### config.mk
export PLATFORM = sky130hd
export DESIGN_NAME = fifo_flex
export DESIGN_NICKNAME = d
export VERILOG_FILES = /design/src/rtl/fifo_flex_pkg.sv /design/src/rtl/fifo_flex_chk.sv /design/src/rtl/fifo_flex_ctrl.sv /design/src/rtl/fifo_flex.sv
export SDC_FILE = /design/constraint.sdc
export NUM_CORES = 1
export LEC_CHECK = 0
export CORE_MARGIN = 2
export CORE_UTILIZATION = 51
export DETAILED_ROUTE_END_ITERATION = 6
export GPL_TIMING_DRIVEN = 0
export PLACE_DENSITY = 0.77
export SLEW_MARGIN = 20
export SYNTH_ARGS = -nofsm -noshare
export SYNTH_HDL_FRONTEND = slang
export SYNTH_HIERARCHICAL = 1
export SYNTH_SLANG_ARGS = --single-unit
### constraint.sdc
create_clock -name clk -period 2.8 [get_ports clk]
set_input_delay 0.28 -clock clk [delete_from_list [all_inputs] [get_ports clk]]
set_output_delay 0.28 -clock clk [all_outputs]
set_load 0.01 [all_outputs]
### src/rtl/fifo_flex_pkg.sv
// Shared helpers for the fifo_flex valid/ready FIFO: depth and count-width derivation.
package fifo_flex_pkg;

  localparam int unsigned DEPTH_IDX_MIN = 32'd1;
  localparam int unsigned DEPTH_IDX_MAX = 32'd8;

  function automatic int unsigned depth_of(input int unsigned depth_idx);
    return 32'd1 << depth_idx;
  endfunction

  // Count must represent 0..DEPTH inclusive, hence one bit wider than a pointer.
  function automatic int unsigned cnt_w_of(input int unsigned depth_idx);
    return depth_idx + 32'd1;
  endfunction

endpackage

### src/rtl/fifo_flex_chk.sv
// Elaboration-time legality checks on the fifo_flex parameter set.
module fifo_flex_chk
  import fifo_flex_pkg::*;
#(
  parameter int DEPTH_IDX  = 2,
  parameter int AFULL_THR  = 3,
  parameter int AEMPTY_THR = 1
) ();

  localparam int DEPTH = int'(depth_of(DEPTH_IDX));

  if ((DEPTH_IDX < int'(DEPTH_IDX_MIN)) || (DEPTH_IDX > int'(DEPTH_IDX_MAX))) begin : g_bad_depth
    $error("fifo_flex: DEPTH_IDX out of range 1..8");
  end

  if ((AFULL_THR < 1) || (AFULL_THR > DEPTH)) begin : g_bad_afull
    $error("fifo_flex: AFULL_THR out of range 1..DEPTH");
  end

  if ((AEMPTY_THR < 0) || (AEMPTY_THR > (DEPTH - 1))) begin : g_bad_aempty
    $error("fifo_flex: AEMPTY_THR out of range 0..DEPTH-1");
  end

endmodule

### src/rtl/fifo_flex_ctrl.sv
// Pointer, occupancy and status-flag control for fifo_flex; flush clears all state.
module fifo_flex_ctrl
  import fifo_flex_pkg::*;
#(
  parameter int DEPTH_IDX  = 2,
  parameter int AFULL_THR  = 3,
  parameter int AEMPTY_THR = 1,
  localparam int CNT_W     = int'(cnt_w_of(DEPTH_IDX))
) (
  input  logic                 clk,
  input  logic                 rst_n,
  input  logic                 flush_i,
  input  logic                 push_i,
  input  logic                 pop_i,
  output logic [DEPTH_IDX-1:0] wr_ptr_o,
  output logic [DEPTH_IDX-1:0] rd_ptr_o,
  output logic [CNT_W-1:0]     count_o,
  output logic                 in_rdy_o,
  output logic                 out_val_o,
  output logic                 almost_full_o,
  output logic                 almost_empty_o
);

  localparam logic [CNT_W-1:0] DEPTH_C = CNT_W'(depth_of(DEPTH_IDX));

  logic [DEPTH_IDX-1:0] wr_ptr_q, wr_ptr_d;
  logic [DEPTH_IDX-1:0] rd_ptr_q, rd_ptr_d;
  logic [CNT_W-1:0]     count_q, count_d;

  // Next-state: pointers wrap naturally; push/pop are pre-qualified so count stays in 0..DEPTH.
  always_comb begin
    wr_ptr_d = wr_ptr_q;
    rd_ptr_d = rd_ptr_q;
    count_d  = count_q;
    if (flush_i) begin
      wr_ptr_d = {DEPTH_IDX{1'b0}};
      rd_ptr_d = {DEPTH_IDX{1'b0}};
      count_d  = {CNT_W{1'b0}};
    end else begin
      if (push_i) begin
        wr_ptr_d = wr_ptr_q + DEPTH_IDX'(1);
      end else begin
        wr_ptr_d = wr_ptr_q;
      end
      if (pop_i) begin
        rd_ptr_d = rd_ptr_q + DEPTH_IDX'(1);
      end else begin
        rd_ptr_d = rd_ptr_q;
      end
      case ({push_i, pop_i})
        2'b10:   count_d = count_q + CNT_W'(1);
        2'b01:   count_d = count_q - CNT_W'(1);
        default: count_d = count_q;
      endcase
    end
  end

  // State registers with synchronous active-low reset.
  always_ff @(posedge clk) begin
    if (!rst_n) begin
      wr_ptr_q <= {DEPTH_IDX{1'b0}};
      rd_ptr_q <= {DEPTH_IDX{1'b0}};
      count_q  <= {CNT_W{1'b0}};
    end else begin
      wr_ptr_q <= wr_ptr_d;
      rd_ptr_q <= rd_ptr_d;
      count_q  <= count_d;
    end
  end

  assign wr_ptr_o       = wr_ptr_q;
  assign rd_ptr_o       = rd_ptr_q;
  assign count_o        = count_q;
  assign in_rdy_o       = (count_q != DEPTH_C) & ~flush_i;
  assign out_val_o      = (count_q != {CNT_W{1'b0}}) & ~flush_i;
  assign almost_full_o  = (count_q >= CNT_W'(AFULL_THR));
  assign almost_empty_o = (count_q <= CNT_W'(AEMPTY_THR));

endmodule

### src/rtl/fifo_flex.sv
// Valid/ready FIFO with occupancy count, almost flags and flush.
// Optional same-cycle empty bypass enabled by defining FIFO_FLEX_BYPASS_EN.
module fifo_flex
  import fifo_flex_pkg::*;
#(
  parameter int DATA_W     = 8,
  parameter int DEPTH_IDX  = 2,
  parameter int AFULL_THR  = 3,
  parameter int AEMPTY_THR = 1,
  localparam int CNT_W     = int'(cnt_w_of(DEPTH_IDX)),
  localparam int DEPTH     = int'(depth_of(DEPTH_IDX))
) (
  input  logic              clk,
  input  logic              rst_n,
  input  logic              in_val,
  output logic              in_rdy,
  input  logic [DATA_W-1:0] in_data,
  output logic              out_val,
  input  logic              out_rdy,
  output logic [DATA_W-1:0] out_data,
  input  logic              flush,
  output logic [CNT_W-1:0]  count,
  output logic              almost_full,
  output logic              almost_empty
);

  logic [DATA_W-1:0]    mem_q [DEPTH];
  logic [DEPTH_IDX-1:0] wr_ptr_s;
  logic [DEPTH_IDX-1:0] rd_ptr_s;
  logic                 fifo_val_s;
  logic                 pass_s;
  logic                 in_hsk_s;
  logic                 out_hsk_s;
  logic                 push_s;
  logic                 pop_s;

  fifo_flex_chk #(
    .DEPTH_IDX  (DEPTH_IDX),
    .AFULL_THR  (AFULL_THR),
    .AEMPTY_THR (AEMPTY_THR)
  ) u_chk ();

  fifo_flex_ctrl #(
    .DEPTH_IDX  (DEPTH_IDX),
    .AFULL_THR  (AFULL_THR),
    .AEMPTY_THR (AEMPTY_THR)
  ) u_ctrl (
    .clk            (clk),
    .rst_n          (rst_n),
    .flush_i        (flush),
    .push_i         (push_s),
    .pop_i          (pop_s),
    .wr_ptr_o       (wr_ptr_s),
    .rd_ptr_o       (rd_ptr_s),
    .count_o        (count),
    .in_rdy_o       (in_rdy),
    .out_val_o      (fifo_val_s),
    .almost_full_o  (almost_full),
    .almost_empty_o (almost_empty)
  );

`ifdef FIFO_FLEX_BYPASS_EN
  logic empty_s;
  assign empty_s  = (count == {CNT_W{1'b0}});
  // A word offered to an empty FIFO with a ready consumer skips storage entirely.
  assign pass_s   = empty_s & ~flush & in_val & out_rdy;
  assign out_val  = empty_s ? (in_val & ~flush) : fifo_val_s;
  assign out_data = empty_s ? in_data : mem_q[rd_ptr_s];
`else
  assign pass_s   = 1'b0;
  assign out_val  = fifo_val_s;
  assign out_data = mem_q[rd_ptr_s];
`endif

  assign in_hsk_s  = in_val & in_rdy;
  assign out_hsk_s = out_val & out_rdy;
  assign push_s    = in_hsk_s & ~pass_s;
  assign pop_s     = out_hsk_s & ~pass_s;

  // Storage write; contents are intentionally not reset.
  always_ff @(posedge clk) begin
    if (push_s) begin
      mem_q[wr_ptr_s] <= in_data;
    end
  end

endmodule
# Word level (Yosys, flattened, before mapping)
# Memory sizes are Yosys's and may differ from the RTL's. A register that Yosys moved wholly into a read port is not among the register bits.
# Index checks and enable logic that the tools add are counted.
# word_totals
register_bits,7
latchBits,0
ramBits,32
romBits,0
in_bits,13
out_inout_bits,15
wordCells,27
memories,1
# memory_table
memory,depth,word_bits,read_ports,rd_ports_with_merged_regs,wr,line_no,source
mem_q,4,8,1,1,1,fifo_flex.sv:27,logic [DATA_W-1:0] mem_q [DEPTH];
# op_classes
n_addsub,4
n_mul,0
n_div,0
magnitude_cmp,2
eq_ne,3
shift,0
muxes,5
bitwise,6
n_reduce_logical,3
# op_table
operator,n
$pmux W3 S2,1
$add A2 B1 Y2 const B,2
$and A1 B1 Y1,4
$mux W2,2
$add A3 B1 Y3 const B,1
$ge A3 B2 Y1 const B,1
$le A3 B1 Y1 const B,1
$ne A3 B3 Y1 const B,1
$reduce_bool A3 Y1,1
$sub A3 B1 Y3 const B,1
$eq A2 B1 Y1 const B,1
$eq A2 B2 Y1 const B,1
$mux W1,2
$not A1 Y1,2
$reduce_bool A2 Y1,1
$reduce_or A2 Y1,1

# Depth between registers and ports, before layout
# Gate-level depths: netlist (run 1).
# depth
depth_word,5
ltp_mapped,9
mapped_depth_nobuf,9

# Hierarchy
# Netlist (run 1), hierarchy kept.
# by_module_without_submodules
module,n_inst,cells_each,area_per_inst_um2,seq_area_each_um2
fifo_flex,1,48,1208.7,960.9
fifo_flex_ctrl,1,45,394.1,140.1

# Worst setup path after synthesis (run 1)
# OpenSTA, ideal clock, no wires.
# synth_timing
path_kind,register -> register
start,"reg u_ctrl.count_q[0], in the netlist u_ctrl/count_o[0]"
end,"mem mem_q[0][0], enable pin"
setup_time_ns,0.395
t_arrival_ns,2.089
required_ns,2.405
slack_ns,0.316
stages_incl_launch_ff,5
path_buffers,0
synth_period_minus_slack_ns,2.484
path_cell_list,dfxtp_1 inv_1 ha_1 a21oi_1 nor4bb_1
# synth_via
elab_chain_cells,5
# synth_lines
element,line_no,source
start: declaration,fifo_flex_ctrl.sv:28,"logic [CNT_W-1:0] count_q, count_d;"
start signal: assignment,fifo_flex_ctrl.sv:63,count_q <= {CNT_W{1'b0}};
start signal: assignment,fifo_flex_ctrl.sv:67,count_q <= count_d;
$ne A3 B3 Y1,fifo_flex_ctrl.sv:74,assign in_rdy_o = (count_q != DEPTH_C) & ~flush_i;
$and A1 B1 Y1,fifo_flex_ctrl.sv:74,
via in_rdy,fifo_flex.sv:16,"output logic in_rdy,"
$and A1 B1 Y1,fifo_flex.sv:75,assign in_hsk_s = in_val & in_rdy;
$mux W1,fifo_flex.sv:82,if (push_s) begin
$mux W1 (implied by the code),fifo_flex.sv:83,mem_q[wr_ptr_s] <= in_data;
end: declaration,fifo_flex.sv:27,
# The timed path passes the listed nets, and every way through them passes these cells.

# Worst setup path in the final report (run 1)
# layout_timing
start,"reg u_ctrl.count_q[0], in the netlist u_ctrl/count_o[0]"
end,out in_rdy
# layout_via
elab_chain_cells,2
# layout_lines
element,line_no
$ne A3 B3 Y1,fifo_flex_ctrl.sv:74
$and A1 B1 Y1,fifo_flex_ctrl.sv:74
end: declaration,fifo_flex.sv:16
# Every way passes these cells.

==> results_dict.tcl, run 1 <==
set metrics [dict create \
    endpoint_kind "output pin" \
    cp-start-kind "register" \
    worstMarginPinSlew_ns 0.551 \
    tns_ns 0 \
    max_freq_mhz 429 \
    cts_htree_levels 2 \
    reg2reg_slack_ns 0.52 \
    worstPathRequired_ns 2.52 \
    clock_sinks 39 \
    path_class "reg -> out" \
    slew_headroom 0.627 \
    synth_area_leaders "edfxtp_1, mux4_2, dfxtp_1" \
    worstReg2RegEnd "mem_q[0][7]$_DFFE_PP_" \
    cellPowerDensity_nw_per_um2 543 \
    syn-cell-area_um2 1600 \
    min_period_over_period 0.832 \
    synthFlopType "edfxtp_1" \
    finClkSkew_ns 0.00585 \
    r2r_cells 5 \
    num_antenna_cells 0 \
    wirelength_um 2680 \
    synth.top_cell.area_share 0.600 \
    routed_via_density 5.16 \
    crit_arrival_ns 2.05 \
    vias 893 \
    track_usage 0.172 \
    die_h_um 60.1 \
    yosysTopAreaCell "edfxtp_1" \
    ctsResizeCount 0 \
    drtAntennaViolNets 0 \
    dr.pass1.iters 4 \
    area_delta_synth_final_pct 26.1 \
    final_nets 147 \
    final_cell_count_no_fill 173 \
    post_cts_buffers 0 \
    slew_violations 0 \
    initial_utilization 0.529 \
    portBuffers 27 \
    clk_latency_ns 0.35 \
    ir_worst_vdd_mv 0.388 \
    synth.distinct_cells 22 \
    grt_max_degree 14 \
    yosysSeqAreaShare 0.687 \
    die-area_um2 3610 \
    synth_edf_count 32 \
    placed_cells 165 \
    status "finished clean" \
    synth_cells 93 \
    drt_iter0_drc 16 \
    ys_ff_latch 39 \
    hpwl_um 1960 \
    post-route-drc-count 0 \
    grt_pass1_vias 880 \
    gp_congestion 0.691 \
    grt_overflow 0 \
    die_w_um 60.1 \
    synth.net_count 112 \
    num_io_pins 28 \
    synth_most_common_cell "edfxtp_1" \
    yosysWarnings 6 \
    cts_made_buffers 5 \
    setup_violations 0 \
    clockRootBuffer "clkbuf_4" \
    clk_pin_slew_ns 0.11 \
    p_leak_nw 0.682 \
    min_period_ns 2.33 \
    hp-class "reg -> reg" \
    num-fill-cells 225 \
    antenna_found_initial 0 \
    std_cell_rows 20 \
    r2r_start "u_ctrl/count_o[0]$_SDFFE_PP0P_" \
    cts.hold.buffers_added 0 \
    grt_first_pass_wirelength_um 4200 \
    clockBufferDepth 2 \
    cp_max_fo 6 \
    avgSynthCellArea_um2 17.2 \
    drive_above_1_share 0.171 \
    whs_path_depth 2 \
    hold_violations 0 \
    rsz0062_at_grt "no" \
    core_um2 3030 \
    endpoint "in_rdy" \
    cap_viol_max_count 0 \
    synth_common_cells "edfxtp_1, nor2_1, mux4_2" \
    routedWlPerCell_um 15.5 \
    synthArstFlopShare 0 \
    crit_start "u_ctrl/count_o[0]$_SDFFE_PP0P_" \
    cts_tree "built" \
]
[placed cells by master (no fill, tap or decap), types with 2 or more instances in the layout]
cell             count
a21oi_1              4
and2_1               2
and4b_1              2
clkbuf_4             5
clkdlybuf4s50_1     27
dfxtp_1              7
edfxtp_1            32
ha_1                 6
inv_1                4
mux4_2               8
nand2_1              2
nor2_1               9
o21ai_0              2
xnor2_1              2
xor2_1               4
[metal layers]
layer,global-route usage,vias up,part of all wire
met5,0,-,0
met3,0.0649,4,0.036
met4,0.0476,0,0.010
met2,0.306,18,0.54
li1,-,427,-
met1,0.190,444,0.41
[worst max-delay path: stages, from the launching register on]
cell and delay (ns):
dfxtp_1 0.43, inv_1 0.11, ha_1 0.22, a21oi_1 0.33, clkdlybuf4s50_1 0.61
[logic make-up after synthesis]
| family | count (synthesis) | synth area share |
|---|---|---|
| flip-flops | 39 | 0.687 |
| AND/OR/NAND/NOR | 20 | 0.0710 |
| AO/OA/AOI/OAI | 8 | 0.0304 |
| multiplexers | 8 | 0.112 |
| XOR/XNOR | 6 | 0.0328 |
| buffers and inverters | 6 | 0.0195 |
| adder cells (fa/ha/maj) | 6 | 0.0468 |
[worst min-delay path by stage]
stage | endpoint | from | slack, ns
after detailed placement | u_ctrl/rd_ptr_o[1]$_SDFFE_PP0P_ | u_ctrl/rd_ptr_o[1]$_SDFFE_PP0P_ | 0.51
after CTS | u_ctrl/rd_ptr_o[1]$_SDFFE_PP0P_ | u_ctrl/rd_ptr_o[1]$_SDFFE_PP0P_ | 0.54
after global placement | u_ctrl/rd_ptr_o[1]$_SDFFE_PP0P_ | u_ctrl/rd_ptr_o[1]$_SDFFE_PP0P_ | 0.49
after global routing | mem_q[0][6]$_DFFE_PP_ | in_data[6] | 0.56
final | u_ctrl/rd_ptr_o[1]$_SDFFE_PP0P_ | u_ctrl/rd_ptr_o[1]$_SDFFE_PP0P_ | 0.54
after floorplan | mem_q[0][0]$_DFFE_PP_ | in_data[0] | 0.38
[flip-flops by register name, summed over array words and instances (netlist names)]
signal           cells
u_ctrl/rd_ptr_o      2
u_ctrl/wr_ptr_o      2
mem_q               32
u_ctrl/count_o       3
[power breakdown]
group	switching, W	total (W)	internal [W]
registers	0.00000423	0.000640	0.000636
logic	0.0000366	0.0000860	0.0000494
clock network	0.000184	0.000372	0.000188
[stage by stage]
step	worst slack [ns]	power (W)	utilization	instance area (µm²)	hold slack, ns
after global routing	0.306	0.00114	0.667	2020	0.562
after CTS	0.437	0.00111	0.667	2020	0.542
after floorplan	0.316	0.000690	-	1600	0.379
after detailed placement	0.464	0.000741	0.640	1940	0.512
final	0.471	0.00110	0.667	2020	0.541
after global placement	-0.199	0.000736	0.637	1930	0.491
[layout make-up]
type	count	area [µm²]	area share
inverter	4	15.0	0.00743
multi-input combinational	48	477	0.236
sequential	39	1100	0.545
timing repair buffer	28	275	0.136
clock buffer	5	37.5	0.0186
buffer	2	16.3	0.00805
tap	44	55.1	0.0272
clock inverter	3	43.8	0.0217
Power figures use the tool's default switching activity.
==> inputs of run 2 (changes only) <==
==> constraint.sdc (replaced) <==
create_clock -name clk -period 2.2 [get_ports clk]
set_input_delay 0.22 -clock clk [delete_from_list [all_inputs] [get_ports clk]]
set_output_delay 0.22 -clock clk [all_outputs]
set_load 0.01 [all_outputs]
==> run 2 against run 1 <==
  * Clock-buffer cell count did not move
  * First-iteration DRC count is 50% higher
  * Cell count shrank 0.58%
  * Routed wire length is 2.4% lower
  * Via count grew 0.22%
  * Utilization rose by 0.66 points
  * Worst hold slack worse by 0.036 ns
  * Clock skew rose by 0.0034 ns
  * Combinational power rose by 33%
  * Final area grew 0.99%
  * Largest cell class unchanged
==> results_dict.tcl, run 2 (synthesis gave the netlist of run 1 again) <==
set metrics [dict create \
    cp_max_fo 8 \
    track_usage 0.166 \
    post-route-drc-count 0 \
    num_antenna_cells 0 \
    use_met1 0.187 \
    final_util 0.674 \
    cellPowerDensity_nw_per_um2 684 \
    grt.met3_usage 0.0628 \
    dr.pass1.iters 4 \
    cts_htree_levels 2 \
    worstMarginPinSlew_ns 0.703 \
    cap_viol_max_count 0 \
    placed_cells 164 \
    die_w_um 60.1 \
    cp-start-kind "register" \
    num_io_pins 28 \
    antenna_found_initial 0 \
    endpoint "out_data[5]" \
    status "finished clean" \
    finClkSkew_ns 0.00927 \
    core_um2 3030 \
    endpoint_kind "output pin" \
    slew_violations 0 \
    routedWlPerCell_um 15.2 \
    gp_congestion 0.765 \
    crit_start "u_ctrl/rd_ptr_o[0]$_SDFFE_PP0P_" \
    setup_ws_ns 0.0921 \
    worstPathRequired_ns 1.98 \
    final_nets 146 \
    drive_above_1_share 0.195 \
    num-fill-cells 228 \
    drt_iter0_drc 24 \
    hold_violations 0 \
    largest_reg_flops 32 \
    grt_pass1_vias 875 \
    reg2reg_slack_ns 0.18 \
    initial_utilization 0.529 \
    final_cell_count_no_fill 172 \
    min_period_over_period 0.958 \
    post_cts_buffers 0 \
    clockRootBuffer "clkbuf_4" \
    critical_path.max_stage_delay_ns 0.52 \
    clk_latency_ns 0.34 \
    clk_pin_slew_ns 0.11 \
    die-area_um2 3610 \
    final_cell_mix "edfxtp_1, clkdlybuf4s50_1, nor2_1, mux4_2" \
    setup_violations 0 \
    path_class "reg -> out" \
    portBuffers 27 \
    routed_via_density 5.20 \
    use_met2 0.278 \
    cts_tree "built" \
    clockBufferDepth 2 \
    wirelength_um 2610 \
    crit_slowest_cell "mux4_2" \
    die_h_um 60.1 \
    r2r_cells 9 \
    cts_made_buffers 5 \
    min_period_ns 2.11 \
    top_usage_layer "met2" \
    slew_headroom 0.531 \
    hpwl_um 1840 \
    crit_arrival_ns 1.89 \
    r2r_start "u_ctrl/count_o[1]$_SDFFE_PP0P_" \
    drtAntennaViolNets 0 \
    p_leak_nw 0.682 \
    max_freq_mhz 474 \
    hp-class "in -> reg" \
    cts.hold.buffers_added 0 \
    top_register "mem_q" \
    std_cell_rows 20 \
    path_cells "buf_6 > mux4_2 > clkdlybuf4s50_1" \
    grt_overflow 0 \
    place_ws_ns -0.0731 \
    final_common_cell "edfxtp_1" \
    vias 895 \
    area_delta_synth_final_pct 27.3 \
    grt_first_pass_wirelength_um 4070 \
    ir_worst_vdd_mv 0.373 \
    grt_max_degree 14 \
    worstReg2RegEnd "u_ctrl/count_o[2]$_SDFFE_PP0P_" \
    clock_sinks 39 \
]
[run 2: worst max-delay path, delay by kind of cell (launching register included)]
kind,cells,cell delay (ns)
muxes,1,0.52
buffers and inverters,2,0.67
DFF,1,0.37
[run 2: what timing repair did]
action                                  in CTS  in global routing
gates resized for setup                      2                  3
endpoints found under the setup margin      10                 14
endpoints found under the hold margin        0                  0
gates cloned                                 0                  0
[run 2: metal layers]
metal | vias up | routed length (µm)
met2 | 28 | 1360
li1 | 428 | -
met3 | 6 | 144
met5 | - | 0
met4 | 0 | 44
met1 | 433 | 1060
[run 2: layout make-up]
class | instances | area, µm² | area share
flip-flops and latches | 39 | 1100 | 0.541
multi-input cells | 48 | 499 | 0.245
repair buffers | 27 | 270 | 0.132
well taps | 44 | 55.1 | 0.0270
clock inverters | 3 | 43.8 | 0.0215
clock buffers | 5 | 37.5 | 0.0184
plain buffers | 2 | 16.3 | 0.00797
inverters | 4 | 15.0 | 0.00736
[run 2: power breakdown]
part           switching [W]  leakage, nW  internal, W  total (W)
Sequential        0.00000574        0.348     0.000809   0.000815
Clock               0.000228       0.0452     0.000239   0.000467
Combinational      0.0000486        0.288    0.0000650   0.000114
Total               0.000282        0.682      0.00111    0.00140
[run 2: how the worst min path moves through the flow]
stage	slack, ns	startpoint	depth (start not counted)	to
3_3_place_gp	0.49	u_ctrl/rd_ptr_o[1]$_SDFFE_PP0P_	2	u_ctrl/rd_ptr_o[1]$_SDFFE_PP0P_
5_1_grt	0.49	in_data[0]	1	mem_q[1][0]$_DFFE_PP_
2_1_floorplan	0.32	in_data[0]	0	mem_q[0][0]$_DFFE_PP_
4_1_cts	0.49	in_data[2]	1	mem_q[2][2]$_DFFE_PP_
6_report	0.51	in_data[2]	1	mem_q[3][2]$_DFFE_PP_
3_5_place_dp	0.51	u_ctrl/rd_ptr_o[1]$_SDFFE_PP0P_	2	u_ctrl/rd_ptr_o[1]$_SDFFE_PP0P_
[run 2: stage by stage]
step	total power [W]	TNS [ns]	cell area (µm²)	hold WS (ns)
floorplan	0.000880	0	1620	0.319
global placement	0.000939	-0.122	1940	0.490
detailed placement	0.000943	-0.388	1940	0.506
CTS	0.00141	0	2030	0.492
global route	0.00145	-0.00172	2040	0.488
finish	0.00140	0	2040	0.505
